[config.mk]
export PLATFORM = sky130hd
export DESIGN_NAME = oram_avalon_bridge
export DESIGN_NICKNAME = d
export VERILOG_FILES = /design/src/rtl/oram_avalon_bridge.sv
export SDC_FILE = /design/constraint.sdc
export NUM_CORES = 1
export LEC_CHECK = 0
export ABC_AREA = 1
export CAP_MARGIN = 20
export CORE_AREA = 3 3 77 79
export DETAILED_ROUTE_END_ITERATION = 10
export DIE_AREA = 0 0 80 82
export DONT_BUFFER_PORTS = 1
export PLACE_DENSITY_LB_ADDON = 0.08
export SYNTH_ARGS = -nofsm -noshare
export SYNTH_HDL_FRONTEND = slang
export SYNTH_SLANG_ARGS = --single-unit
[constraint.sdc]
create_clock -name clock -period 1.4 [get_ports clock]
set_clock_uncertainty 0.1 [all_clocks]
set_input_delay 0.35 -clock clock [delete_from_list [all_inputs] [get_ports clock]]
set_output_delay 0.35 -clock clock [all_outputs]
set_load 0.02 [all_outputs]
[src/rtl/oram_avalon_bridge.sv]
// rtl/oram_avalon_bridge.sv - Avalon-MM slave to single-outstanding ORAM core bridge; ORAM_BRIDGE_RMW_EN enables read-modify-write of partial writes
module oram_avalon_bridge #(
   parameter int ADDRESS_WIDTH  = 12,
   parameter int BYTE_WIDTH     = 8,
   parameter int BYTES_PER_WORD = 4,
   localparam int W = BYTE_WIDTH * BYTES_PER_WORD
) (
   input  logic                      clock,
   input  logic                      reset,
   input  logic [ADDRESS_WIDTH-1:0]  avs_a_address,
   input  logic [BYTES_PER_WORD-1:0] avs_a_byteenable,
   input  logic                      avs_a_read,
   input  logic                      avs_a_write,
   input  logic [W-1:0]              avs_a_writedata,
   output logic                      avs_a_waitrequest,
   output logic [W-1:0]              avs_a_readdata,
   output logic                      avs_a_readdatavalid,
   output logic [ADDRESS_WIDTH-1:0]  rw_block_number,
   output logic [W-1:0]              w_value,
   output logic                      rw_indicator,
   output logic                      input_ready,
   input  logic [W-1:0]              r_value,
   input  logic                      output_ready,
   output logic                      spurious_ready
);

   typedef enum logic [1:0] {IDLE, ISSUE, WAIT, RESP} state_t;
`ifdef ORAM_BRIDGE_RMW_EN
   typedef enum logic [1:0] {OP_RD, OP_WR, OP_RMW_RD} op_t;
`else
   typedef enum logic {OP_RD, OP_WR} op_t;
`endif

   state_t state;
   op_t    op;
   logic   be_none;

   assign be_none = ~|avs_a_byteenable;

   // Decoded from state (and reset) only, so no input-to-output combinational path.
   assign avs_a_waitrequest = (state != IDLE) | reset;

`ifdef ORAM_BRIDGE_RMW_EN
   logic                      be_full;
   logic [BYTES_PER_WORD-1:0] be_reg;
   logic [W-1:0]              merged;

   assign be_full = &avs_a_byteenable;

   // w_value still holds the latched writedata, so enabled lanes keep it.
   always_comb begin
      merged = r_value;
      for (int i = 0; i < BYTES_PER_WORD; i++) begin
         if (be_reg[i]) begin
            merged[i*BYTE_WIDTH +: BYTE_WIDTH] = w_value[i*BYTE_WIDTH +: BYTE_WIDTH];
         end
      end
   end
`endif

   always_ff @(posedge clock) begin
      if (reset) begin
         state               <= IDLE;
         op                  <= OP_RD;
         input_ready         <= 1'b0;
         rw_indicator        <= 1'b0;
         avs_a_readdatavalid <= 1'b0;
         spurious_ready      <= 1'b0;
         rw_block_number     <= '0;
         w_value             <= '0;
         avs_a_readdata      <= '0;
`ifdef ORAM_BRIDGE_RMW_EN
         be_reg              <= '0;
`endif
      end else begin
         input_ready         <= 1'b0;
         avs_a_readdatavalid <= 1'b0;
         if (output_ready && state != WAIT) begin
            spurious_ready <= 1'b1;
         end
         case (state)
            IDLE: begin
               if (avs_a_write && !be_none) begin
                  rw_block_number <= avs_a_address;
                  w_value         <= avs_a_writedata;
                  input_ready     <= 1'b1;
                  state           <= ISSUE;
`ifdef ORAM_BRIDGE_RMW_EN
                  if (be_full) begin
                     op           <= OP_WR;
                     rw_indicator <= 1'b1;
                  end else begin
                     op           <= OP_RMW_RD;
                     rw_indicator <= 1'b0;
                     be_reg       <= avs_a_byteenable;
                  end
`else
                  op           <= OP_WR;
                  rw_indicator <= 1'b1;
`endif
               end else if (avs_a_read && !avs_a_write) begin
                  rw_block_number <= avs_a_address;
                  op              <= OP_RD;
                  rw_indicator    <= 1'b0;
                  input_ready     <= 1'b1;
                  state           <= ISSUE;
               end
            end
            ISSUE: begin
               state <= WAIT;
            end
            WAIT: begin
               if (output_ready) begin
                  case (op)
                     OP_RD: begin
                        avs_a_readdata      <= r_value;
                        avs_a_readdatavalid <= 1'b1;
                        state               <= RESP;
                     end
`ifdef ORAM_BRIDGE_RMW_EN
                     OP_RMW_RD: begin
                        w_value      <= merged;
                        op           <= OP_WR;
                        rw_indicator <= 1'b1;
                        input_ready  <= 1'b1;
                        state        <= ISSUE;
                     end
`endif
                     default: begin
                        state <= IDLE;
                     end
                  endcase
               end
            end
            RESP: begin
               state <= IDLE;
            end
            default: begin
               state <= IDLE;
            end
         endcase
      end
   end

endmodule

After elaboration in Yosys (flattened, before gate mapping)
Cells that the tools add are included.

operators by class
  eq/ne operators = 6
  reduce and logical (&&, ||, !) cells = 14
  mux-type cells = 12
  bitwise operators = 5

operator list
  cell                  number
  $mux W12              2
  $mux W2               4
  $pmux W2 S4           1
  $reduce_and A2 Y1     3
  $mux W1               5
  $eq A2 B2 Y1 const B  2
  $ne A2 B2 Y1 const B  2
  $not A1 Y1            4
  $reduce_bool A2 Y1    2
  $reduce_or A4 Y1      1
  $logic_and A1 B1 Y1   3
  $ne A3 B3 Y1 const B  1
  $reduce_and A3 Y1     1
  $reduce_or A3 Y1      1
  $eq A2 B1 Y1 const B  1
  $logic_not A2 Y1      1
  $reduce_or A2 Y1      1
  $logic_not A1 Y1      1
  $or A1 B1 Y1          1

word-level totals
  input bits = 85
  bits in registers = 82

Logic depth before layout (Yosys ltp)
Gate-level depths: netlist of run 1.

  depth after elaboration = 5
  mapped depth = 9

Worst setup path before layout of run 1
OpenSTA, ideal clock, no wires.

  kind = input to output
  from = input port reset
  to = output port avs_a_waitrequest
  setup slack = -0.013 ns
  buffers on the path = 2
  stages = 4
  data arrival time = 0.963 ns
  data required time = 0.950 ns
  path through = inv_1 -> buf_2 -> buf_2 -> nand2_1

on the way
  word-level cells in the longest chain between the ends = 1

RTL lines
  element       RTL line  source
  from (decl)   9         input logic reset,
  $or A1 B1 Y1  41        assign avs_a_waitrequest = (state != IDLE) | reset;
  to (decl)     15        output logic avs_a_waitrequest,

No other way between the ends.

Final worst setup path of run 1
  from = register state[0]
  to = output port avs_a_waitrequest

on the way
  word-level cells in the longest chain between the ends = 2

RTL lines
  element                 RTL line  source
  from (decl)             34        state_t state;
  from (signal assigned)  63        state <= IDLE;
  from (signal assigned)  87        state <= ISSUE;
  from (signal assigned)  106       state <= ISSUE;
  $reduce_bool A2 Y1      41
  $or A1 B1 Y1            41

No other way between the ends.

==> flow_metrics.py, run 1 <==
metrics = {
    "cells_and_area": {
        "diodes": 0,
        "final_cell_mix": "157 x nor2_1, 80 x dfxtp_1, 44 x o21ai_0",
        "drive_gt1_frac": 0.1035,
        "post-route-util": 0.6190,
        "final_area_mm2": 0.003346,
        "mostFrequentLayoutCell": "nor2_1",
        "syn_to_final_growth_pct": 11.79,
        "fin_nets": 476,
    },
    "floorplanning": {
        "die_h_um": 82,
        "core-area_mm2": 0.005405,
        "die_x_um": 80,
        "rows": 27,
        "die-area_mm2": 0.006560,
        "ios": 166,
        "initial_utilization": 0.5537,
    },
    "run": {
        "max-cap-violations": 0,
    },
    "logic_synthesis": {
        "synth.distinct_cells": 21,
        "synth.area.top_cells": "dfxtp_1 55%, nor2_1 20%, o21ai_0 11%",
        "synth_top_area_frac": 0.5485,
        "synth_warnings": 0,
        "syn_inst": 390,
        "synth-seq-cells": 82,
        "syn_nets": 475,
        "synth_area_leader_cell": "dfxtp_1",
        "syn_area_per_cell_um2": 7.674,
        "ys_seq_area_frac": 0.5485,
        "syn_area_mm2": 0.002993,
    },
    "routing": {
        "wl_met3_um": 896,
        "wl_met1_mm": 2.665,
        "wl_mm": 6.859,
        "wl_met2_mm": 3.210,
        "vias_per_cell": 4.968,
        "first_iter_violations": 135,
        "top_layer": "met4",
        "wl_per_cell_um": 14.66,
        "dr.pass1.iters": 4,
        "num_vias": 2325,
        "drc_errors": 0,
        "ant_nets": 0,
    },
    "setup_path": {
        "critPathCaptureType": "output pin",
        "critPathTopFamily": "flip-flops",
        "crit_required_ns": 0.95,
        "slowest_stage": "dfxtp_2",
        "cp_max_fo": 3,
        "cp_data_arrival_time_ns": 0.93,
        "crit_chain": "nor2_4 -> nand2_4",
        "slowest_delay_ns": 0.36,
        "startpoint_type": "register",
        "crit_buf_inv": 0,
        "timing.setup.critical_path_class": "reg -> out",
    },
    "power_and_ir_drop": {
        "peakVddDrop_uv": 915.7,
        "power_per_cell_area_mw_per_mm2": 1749,
        "power_leakage_nw": 1.404,
    },
    "cts": {
        "clkSinkCount": 82,
        "cts_tree": "yes",
        "cts_buffers": 9,
        "clk_pin_slew_ns": 0.08,
        "clk_latency_ns": 0.33,
        "cts_max_level": 3,
        "clockRootBuffer": "clkbuf_8",
        "post_cts_buffers": 0,
        "cts_buffer_depth": 2,
    },
    "timing": {
        "finalCritPeriodShare": 0.9861,
        "setup_violations": 0,
        "max_freq_mhz": 724.3,
        "finalMaxSlewViolations": 0,
        "slew_headroom": 0.8100,
        "period_needed_ns": 1.381,
        "report.final.hold_viol_count": 0,
        "rsz0062_at_grt": "yes",
        "worst_pin_slew_ns": 0.2845,
    },
    "global_routing": {
        "overflow": 0,
        "antenna_found_initial": 0,
        "grt_pass1_vias": 2053,
        "grt_pass1_wl_mm": 9.742,
        "grt_start_max_net_pins": 34,
        "grt_usage": 0.1949,
    },
    "place": {
        "post-dp-hpwl_mm": 4.749,
        "globalplace.congestion": 0.6860,
        "place_area_mm2": 0.003057,
        "portBuffers": 0,
    },
    "hold_path": {
        "hp-class": "in -> reg",
    },
    "run_status": {
        "status": "completed",
    },
}
## through the flow
step	setup slack [ns]	cells	hold slack, ns	TNS [ns]	power, W
after floorplan	0.02314	390	0.3191	0	0.003928
after global routing	-0.03144	468	0.04767	-0.08047	0.006181
after detailed placement	-0.03379	450	0.3227	-0.3947	0.004102
after global placement	0.01165	450	0.3257	0	0.004066
final	0.01943	468	0.05723	0	0.005852
after CTS	-0.03813	467	0.05752	-0.03813	0.005839
## path summary, 6_finish.rpt
check / startpoint / end / depth (start not counted) / slack [ns]
max reg2reg: state[1]$_SDFFE_PP0P_ / w_value[31]$_SDFFE_PP0P_ / 7 / 0.03
min: avs_a_writedata[16] / w_value[16]$_SDFFE_PP0P_ / 2 / 0.06
min reg2reg: rw_block_number[7]$_SDFFE_PP0P_ / rw_block_number[7]$_SDFFE_PP0P_ / 2 / 0.48
max: state[0]$_SDFFE_PP0P_ / avs_a_waitrequest / 2 / 0.02
## state kept, by name, summed over array words and instances (netlist names)
name                 flops
avs_a_readdata          32
w_value                 32
rw_block_number         12
state                    2
avs_a_readdatavalid      1
input_ready              1
op                       1
spurious_ready           1
## metal layers
metal,vias to the layer above,GRT usage
met5,-,0
met4,0,0.09628
li1,1212,-
met1,995,0.2098
met3,6,0.1031
met2,112,0.3137
## cell type report
| class | instances | area [um2] |
|---|---|---|
| well taps | 72 | 90.09 |
| fillers | 517 | 2059 |
| multi-input cells | 264 | 1162 |
| clock buffers | 12 | 155.1 |
| repair buffers | 12 | 151.4 |
| flip-flops and latches | 82 | 1644 |
| clock inverters | 4 | 50.05 |
| inverters | 22 | 92.59 |
## logic make-up (layout without fill, tap and decap cells)
logic type / Yosys count / count (layout) / synth area share
simple gates: 195 / 195 / 0.2609
flops: 82 / 82 / 0.5485
compound gates: 69 / 69 / 0.1154
buf+inv: 44 / 50 / 0.07524
## power breakdown
part	internal (W)	total, W	switching, W
Clock	0.000920	0.00174	0.000816
Sequential	0.00264	0.00321	0.000569
Combinational	0.000345	0.000904	0.000560
Total	0.00391	0.00585	0.00194
## synth_stat cells, drive strengths merged
cell,instances
dfxtp,82
a21oi,3
buf,11
nand3b,1
clkbuf,11
inv,21
nand2,31
o21ai,66
nor2,160
clkinv,1
nand3,3
## repair_timing
item / 4_1_cts / 5_1_grt
endpoints found under the setup margin: 33 / 63
hold buffers: 1 / 0
gates resized for setup: 2 / 33
gates cloned: 0 / 1
pin swaps: 0 / 2
hold endpoints to repair: 4 / 0
Power figures use the tool's default switching activity.
==> run 2: changes to the inputs <==
Settings changed: MAX_ROUTING_LAYER set to met4.
==> flow_metrics.py, run 2 (same netlist as run 1, synthesis figures left out) <==
metrics = {
    "run": {
        "max-cap-violations": 0,
    },
    "timing": {
        "period_needed_ns": 1.379,
        "rsz0062_at_grt": "yes",
        "slew_headroom": 0.8117,
        "finalSetupTns_ns": 0,
        "finalMaxSlewViolations": 0,
        "max_freq_mhz": 725.0,
        "worst_pin_slew_ns": 0.2821,
        "finalCritPeriodShare": 0.9853,
        "setup_violations": 0,
        "report.final.hold_viol_count": 0,
    },
    "power_and_ir_drop": {
        "power_per_cell_area_mw_per_mm2": 1748,
        "pwr-share-seq": 0.549,
        "power_leakage_nw": 1.404,
        "switchingPower_w": 0.001941,
        "power_frac_clock": 0.296,
        "sw_frac_of_total": 0.3319,
        "p_int_w": 0.003907,
        "peakVddDrop_uv": 913.8,
        "comb_power_share": 0.155,
    },
    "global_routing": {
        "grt_start_max_net_pins": 34,
        "antenna_found_initial": 0,
        "grt_pass1_vias": 2051,
        "overflow": 0,
        "grt_usage": 0.2005,
        "grt_pass1_wl_mm": 9.742,
    },
    "routing": {
        "first_iter_violations": 137,
        "wl_met1_mm": 2.754,
        "wl_mm": 6.838,
        "num_vias": 2338,
        "vias_per_cell": 4.996,
        "wl_met3_um": 779,
        "drc_errors": 0,
        "ant_nets": 0,
        "top_layer": "met4",
        "wl_per_cell_um": 14.61,
        "wl_met2_mm": 3.222,
        "dr.pass1.iters": 4,
    },
    "cts": {
        "clk_latency_ns": 0.33,
        "clockRootBuffer": "clkbuf_8",
        "cts_buffer_depth": 2,
        "cts_buffers": 9,
        "clkSinkCount": 82,
        "cts_tree": "yes",
        "cts_max_level": 3,
        "clk_pin_slew_ns": 0.08,
        "post_cts_buffers": 0,
    },
    "hold_path": {
        "hp-class": "in -> reg",
    },
    "floorplanning": {
        "ios": 166,
        "die_x_um": 80,
        "die_h_um": 82,
        "rows": 27,
        "die-area_mm2": 0.006560,
        "initial_utilization": 0.5537,
        "core-area_mm2": 0.005405,
    },
    "place": {
        "globalplace.congestion": 0.6931,
        "post-dp-hpwl_mm": 4.749,
        "placed_cells": 450,
        "portBuffers": 0,
    },
    "run_status": {
        "status": "completed",
    },
    "cells_and_area": {
        "final_cell_mix": "157 x nor2_1, 80 x dfxtp_1, 44 x o21ai_0",
        "syn_to_final_growth_pct": 11.79,
        "top_regs": "avs_a_readdata: 32 flops, w_value: 32 flops, rw_block_number: 12 flops",
        "drive_gt1_frac": 0.1035,
        "mostFrequentLayoutCell": "nor2_1",
        "layout.cells.non_filler": 468,
        "fin_nets": 476,
        "diodes": 0,
    },
    "setup_path": {
        "cp_max_fo": 3,
        "timing.setup.critical_path_class": "reg -> out",
        "crit_required_ns": 0.95,
        "startpoint_type": "register",
        "cp_data_arrival_time_ns": 0.93,
        "crit_chain": "nor2_4 -> nand2_4",
        "critPathCaptureType": "output pin",
        "slowest_delay_ns": 0.36,
        "slowest_stage": "dfxtp_2",
    },
}
==> run 2: cell counts in the layout (fill, tap and decap cells not counted) <==
Identical to the previous run, type by type.
==> run 2: repair_timing <==
item / 4_1_cts / 5_1_grt
resized for setup: 2 / 33
gates cloned: 0 / 1
endpoints found under the hold margin: 4 / 0
setup endpoints to repair: 33 / 63
hold buffers: 1 / 0
pin swaps: 0 / 2
==> run 2: worst max-delay path: cells and delay by family (launching register included) <==
family,cells,cell delay (ns)
flip-flops,1,0.36
AND/OR/NAND/NOR,2,0.24
==> run 2: final timing paths <==
path	endpoint	start	slack [ns]	cells past startpoint
max reg2reg	w_value[31]$_SDFFE_PP0P_	state[1]$_SDFFE_PP0P_	0.03	7
min	avs_a_readdata[31]$_SDFFE_PP0P_	r_value[31]	0.06	2
max	avs_a_waitrequest	state[0]$_SDFFE_PP0P_	0.02	2
min reg2reg	rw_block_number[7]$_SDFFE_PP0P_	rw_block_number[7]$_SDFFE_PP0P_	0.48	2
==> run 2: area by class of cell <==
type | instances | area, um2
timing repair buffer | 12 | 151.4
tap | 72 | 90.09
clock buffer | 12 | 155.1
clock inverter | 4 | 50.05
fill | 517 | 2059
sequential | 82 | 1644
inverter | 22 | 92.59
multi-input combinational | 264 | 1162
==> run 2: power by group through the flow <==
stage	Combinational [W]	Clock [W]	Sequential, W
after floorplan	0.000728	0	0.00320
after global placement	0.000808	0	0.00326
after detailed placement	0.000839	0	0.00326
after CTS	0.000848	0.00178	0.00321
after global routing	0.00105	0.00188	0.00325
final	0.000905	0.00173	0.00321
==> run 2: through the flow <==
| stage | worst slack [ns] | utilization | total power, W | area, um2 | hold WS, ns |
|---|---|---|---|---|---|
| global placement | 0.01165 | 0.5655 | 0.004066 | 3057 | 0.3257 |
| finish | 0.02060 | 0.6190 | 0.005849 | 3346 | 0.05652 |
| CTS | -0.03813 | 0.6063 | 0.005839 | 3277 | 0.05752 |
| global route | -0.03144 | 0.6190 | 0.006180 | 3346 | 0.04767 |
| floorplan | 0.02314 | - | 0.003928 | 2995 | 0.3191 |
| detailed placement | -0.03379 | 0.5655 | 0.004102 | 3057 | 0.3227 |
==> run 2: routing by layer <==
metal	GRT usage	up-vias
met3	0.08443	6
met1	0.2227	1009
met4	0.09628	0
met2	0.3121	110
li1	-	1213
met5	-	-
==> run 3: changes to the inputs <==
Settings changed: CORE_AREA 3 3 77 79 to 3 3 78 80, DIE_AREA 0 0 80 82 to 0 0 81 83.
Clock period 1.4 ns to 1.2 ns, I/O delays scaled along.
==> flow_metrics.py, run 3 (same netlist as run 1, synthesis figures left out) <==
metrics = {
    "cells_and_area": {
        "layout.cells.non_filler": 513,
        "fill_cells": 357,
        "top_regs": "avs_a_readdata: 32 flops, w_value: 32 flops, rw_block_number: 12 flops",
        "final_cell_mix": "146 x nor2_1, 79 x dfxtp_2, 40 x o21ai_2",
        "regArea_mm2": 0.001748,
        "drive_gt1_frac": 0.4354,
        "diodes": 0,
        "fin_nets": 521,
        "mostFrequentLayoutCell": "nor2_1",
        "multi_input_area_mm2": 0.001385,
        "syn_to_final_growth_pct": 42.47,
    },
    "run": {
        "max-cap-violations": 0,
    },
    "setup_path": {
        "cp_data_arrival_time_ns": 1.00,
        "critPathTopFamily": "flip-flops",
        "crit_chain": "nor2_4 -> buf_6 -> nand2_4",
        "cp_max_fo": 3,
        "critPathCaptureType": "output pin",
        "crit_buf_inv": 1,
        "slowest_delay_ns": 0.37,
        "crit_required_ns": 0.80,
        "startpoint_type": "register",
        "worst_r2r_endpoint": "w_value[4]$_SDFFE_PP0P_",
        "slowest_stage": "dfxtp_4",
        "timing.rr.start": "state[1]$_SDFFE_PP0P_",
        "timing.setup.critical_path_class": "reg -> out",
        "rrSetupSlack_ns": -0.17,
        "worstRegToRegCells": 7,
    },
    "global_routing": {
        "antenna_found_initial": 0,
        "grt_start_max_net_pins": 33,
        "grt_pass1_wl_mm": 11.76,
        "overflow": 0,
        "grt_usage": 0.2320,
        "grt_pass1_vias": 2457,
    },
    "place": {
        "post-dp-hpwl_mm": 4.861,
        "portBuffers": 0,
        "globalplace.congestion": 0.7568,
        "placed_cells": 455,
        "dpl_worst_slack_ns": -0.2369,
    },
    "cts": {
        "cts_buffers": 9,
        "cts_max_level": 3,
        "cts_tree": "yes",
        "clockRootBuffer": "clkbuf_8",
        "cts_buffer_depth": 2,
        "clkSinkCount": 82,
        "clk_pin_slew_ns": 0.08,
        "clk_latency_ns": 0.33,
    },
    "power_and_ir_drop": {
        "power_leakage_nw": 1.776,
        "power_per_cell_area_mw_per_mm2": 1829,
        "finalPower_w": 0.007799,
        "peakVddDrop_uv": 1082,
    },
    "timing": {
        "max_freq_mhz": 715.2,
        "finalMaxSlewViolations": 0,
        "finalSetupTns_ns": -9.214,
        "worst_pin_slew_ns": 0.3733,
        "rsz0062_at_grt": "yes",
        "report.final.hold_viol_count": 0,
        "finalCritPeriodShare": 1.165,
        "period_needed_ns": 1.398,
        "slew_headroom": 0.7511,
        "setup_violations": 80,
        "fin_ws_ns": -0.1981,
        "timing.hold.ws_ns": 0.008112,
    },
    "hold_path": {
        "holdPathEnd": "avs_a_readdata[29]$_SDFFE_PP0P_",
        "worstHoldStart": "r_value[29]",
        "hp-class": "in -> reg",
        "holdPathStages": 2,
    },
    "floorplanning": {
        "die_x_um": 81,
        "die_h_um": 83,
        "die-area_mm2": 0.006723,
        "rows": 27,
        "ios": 166,
        "core-area_mm2": 0.005473,
        "initial_utilization": 0.5469,
    },
    "routing": {
        "drc_errors": 0,
        "dr.pass1.iters": 5,
        "num_vias": 2670,
        "wl_per_cell_um": 16.96,
        "vias_per_cell": 5.205,
        "ant_nets": 0,
        "wl_mm": 8.700,
        "first_iter_violations": 164,
    },
    "run_status": {
        "status": "complete, but fails checks",
        "violations": "negative setup slack",
    },
}
## run 3: changes by cell type in the layout (fill, tap and decap cells not counted), moves of 3 or more
cell,change
nor2_1,-11
o21ai_1,-12
buf_6,+7
clkbuf_16,+3
nor2_2,+10
dfxtp_1,-79
o21ai_2,+40
dfxtp_2,+77
dlygate4sd3_1,+30
o21ai_0,-30
## run 3: through the flow
stage | utilization | instance area (um2)
2_1_floorplan | - | 3002
3_3_place_gp | 0.5633 | 3083
3_5_place_dp | 0.5633 | 3083
4_1_cts | 0.7007 | 3835
5_1_grt | 0.7792 | 4264
6_report | 0.7792 | 4264
## run 3: layout make-up
class | count | area share
clock inverters | 4 | 0.01702
well taps | 72 | 0.02113
clock buffers | 12 | 0.03873
flip-flops and latches | 82 | 0.4099
repair buffers | 57 | 0.1631
inverters | 22 | 0.02523
multi-input cells | 264 | 0.3248
## run 3: routing by layer
layer,GRT usage,share of wire,wire length [um]
met5,-,0,0
met4,0.09370,0.020,174
met3,0.07484,0.084,729
met2,0.3801,0.52,4512
met1,0.2572,0.38,3284
## run 3: power breakdown
group | internal (W) | switching, W
clock | 0.00134 | 0.000961
combinational | 0.000742 | 0.000900
sequential | 0.00317 | 0.000690
total | 0.00525 | 0.00255
## run 3: worst max path at each step
stage	slack [ns]	cells after the start	startpoint	to
2_1_floorplan	-0.03	7	state[1]$_SDFFE_PP0P_	rw_block_number[1]$_SDFFE_PP0P_
3_3_place_gp	-0.20	7	state[0]$_SDFFE_PP0P_	w_value[9]$_SDFFE_PP0P_
3_5_place_dp	-0.24	7	state[0]$_SDFFE_PP0P_	w_value[15]$_SDFFE_PP0P_
4_1_cts	-0.20	3	state[0]$_SDFFE_PP0P_	avs_a_waitrequest
5_1_grt	-0.26	3	state[1]$_SDFFE_PP0P_	avs_a_waitrequest
6_report	-0.20	3	state[1]$_SDFFE_PP0P_	avs_a_waitrequest
## run 3: timing repair
item,4_1_cts,5_1_grt
hold buffers,18,13
buffers inserted,3,2
hold endpoints to repair,21,13
resized for setup,143,82
pin swaps,3,18
gates cloned,3,4
setup endpoints to repair,146,95
## run 3: worst register-to-register path, delay by kind of cell, from the launching register on
kind	cells	cell delay, ns
simple gates	4	0.38
buf+inv	2	0.28
flops	1	0.37
compound gates	1	0.13
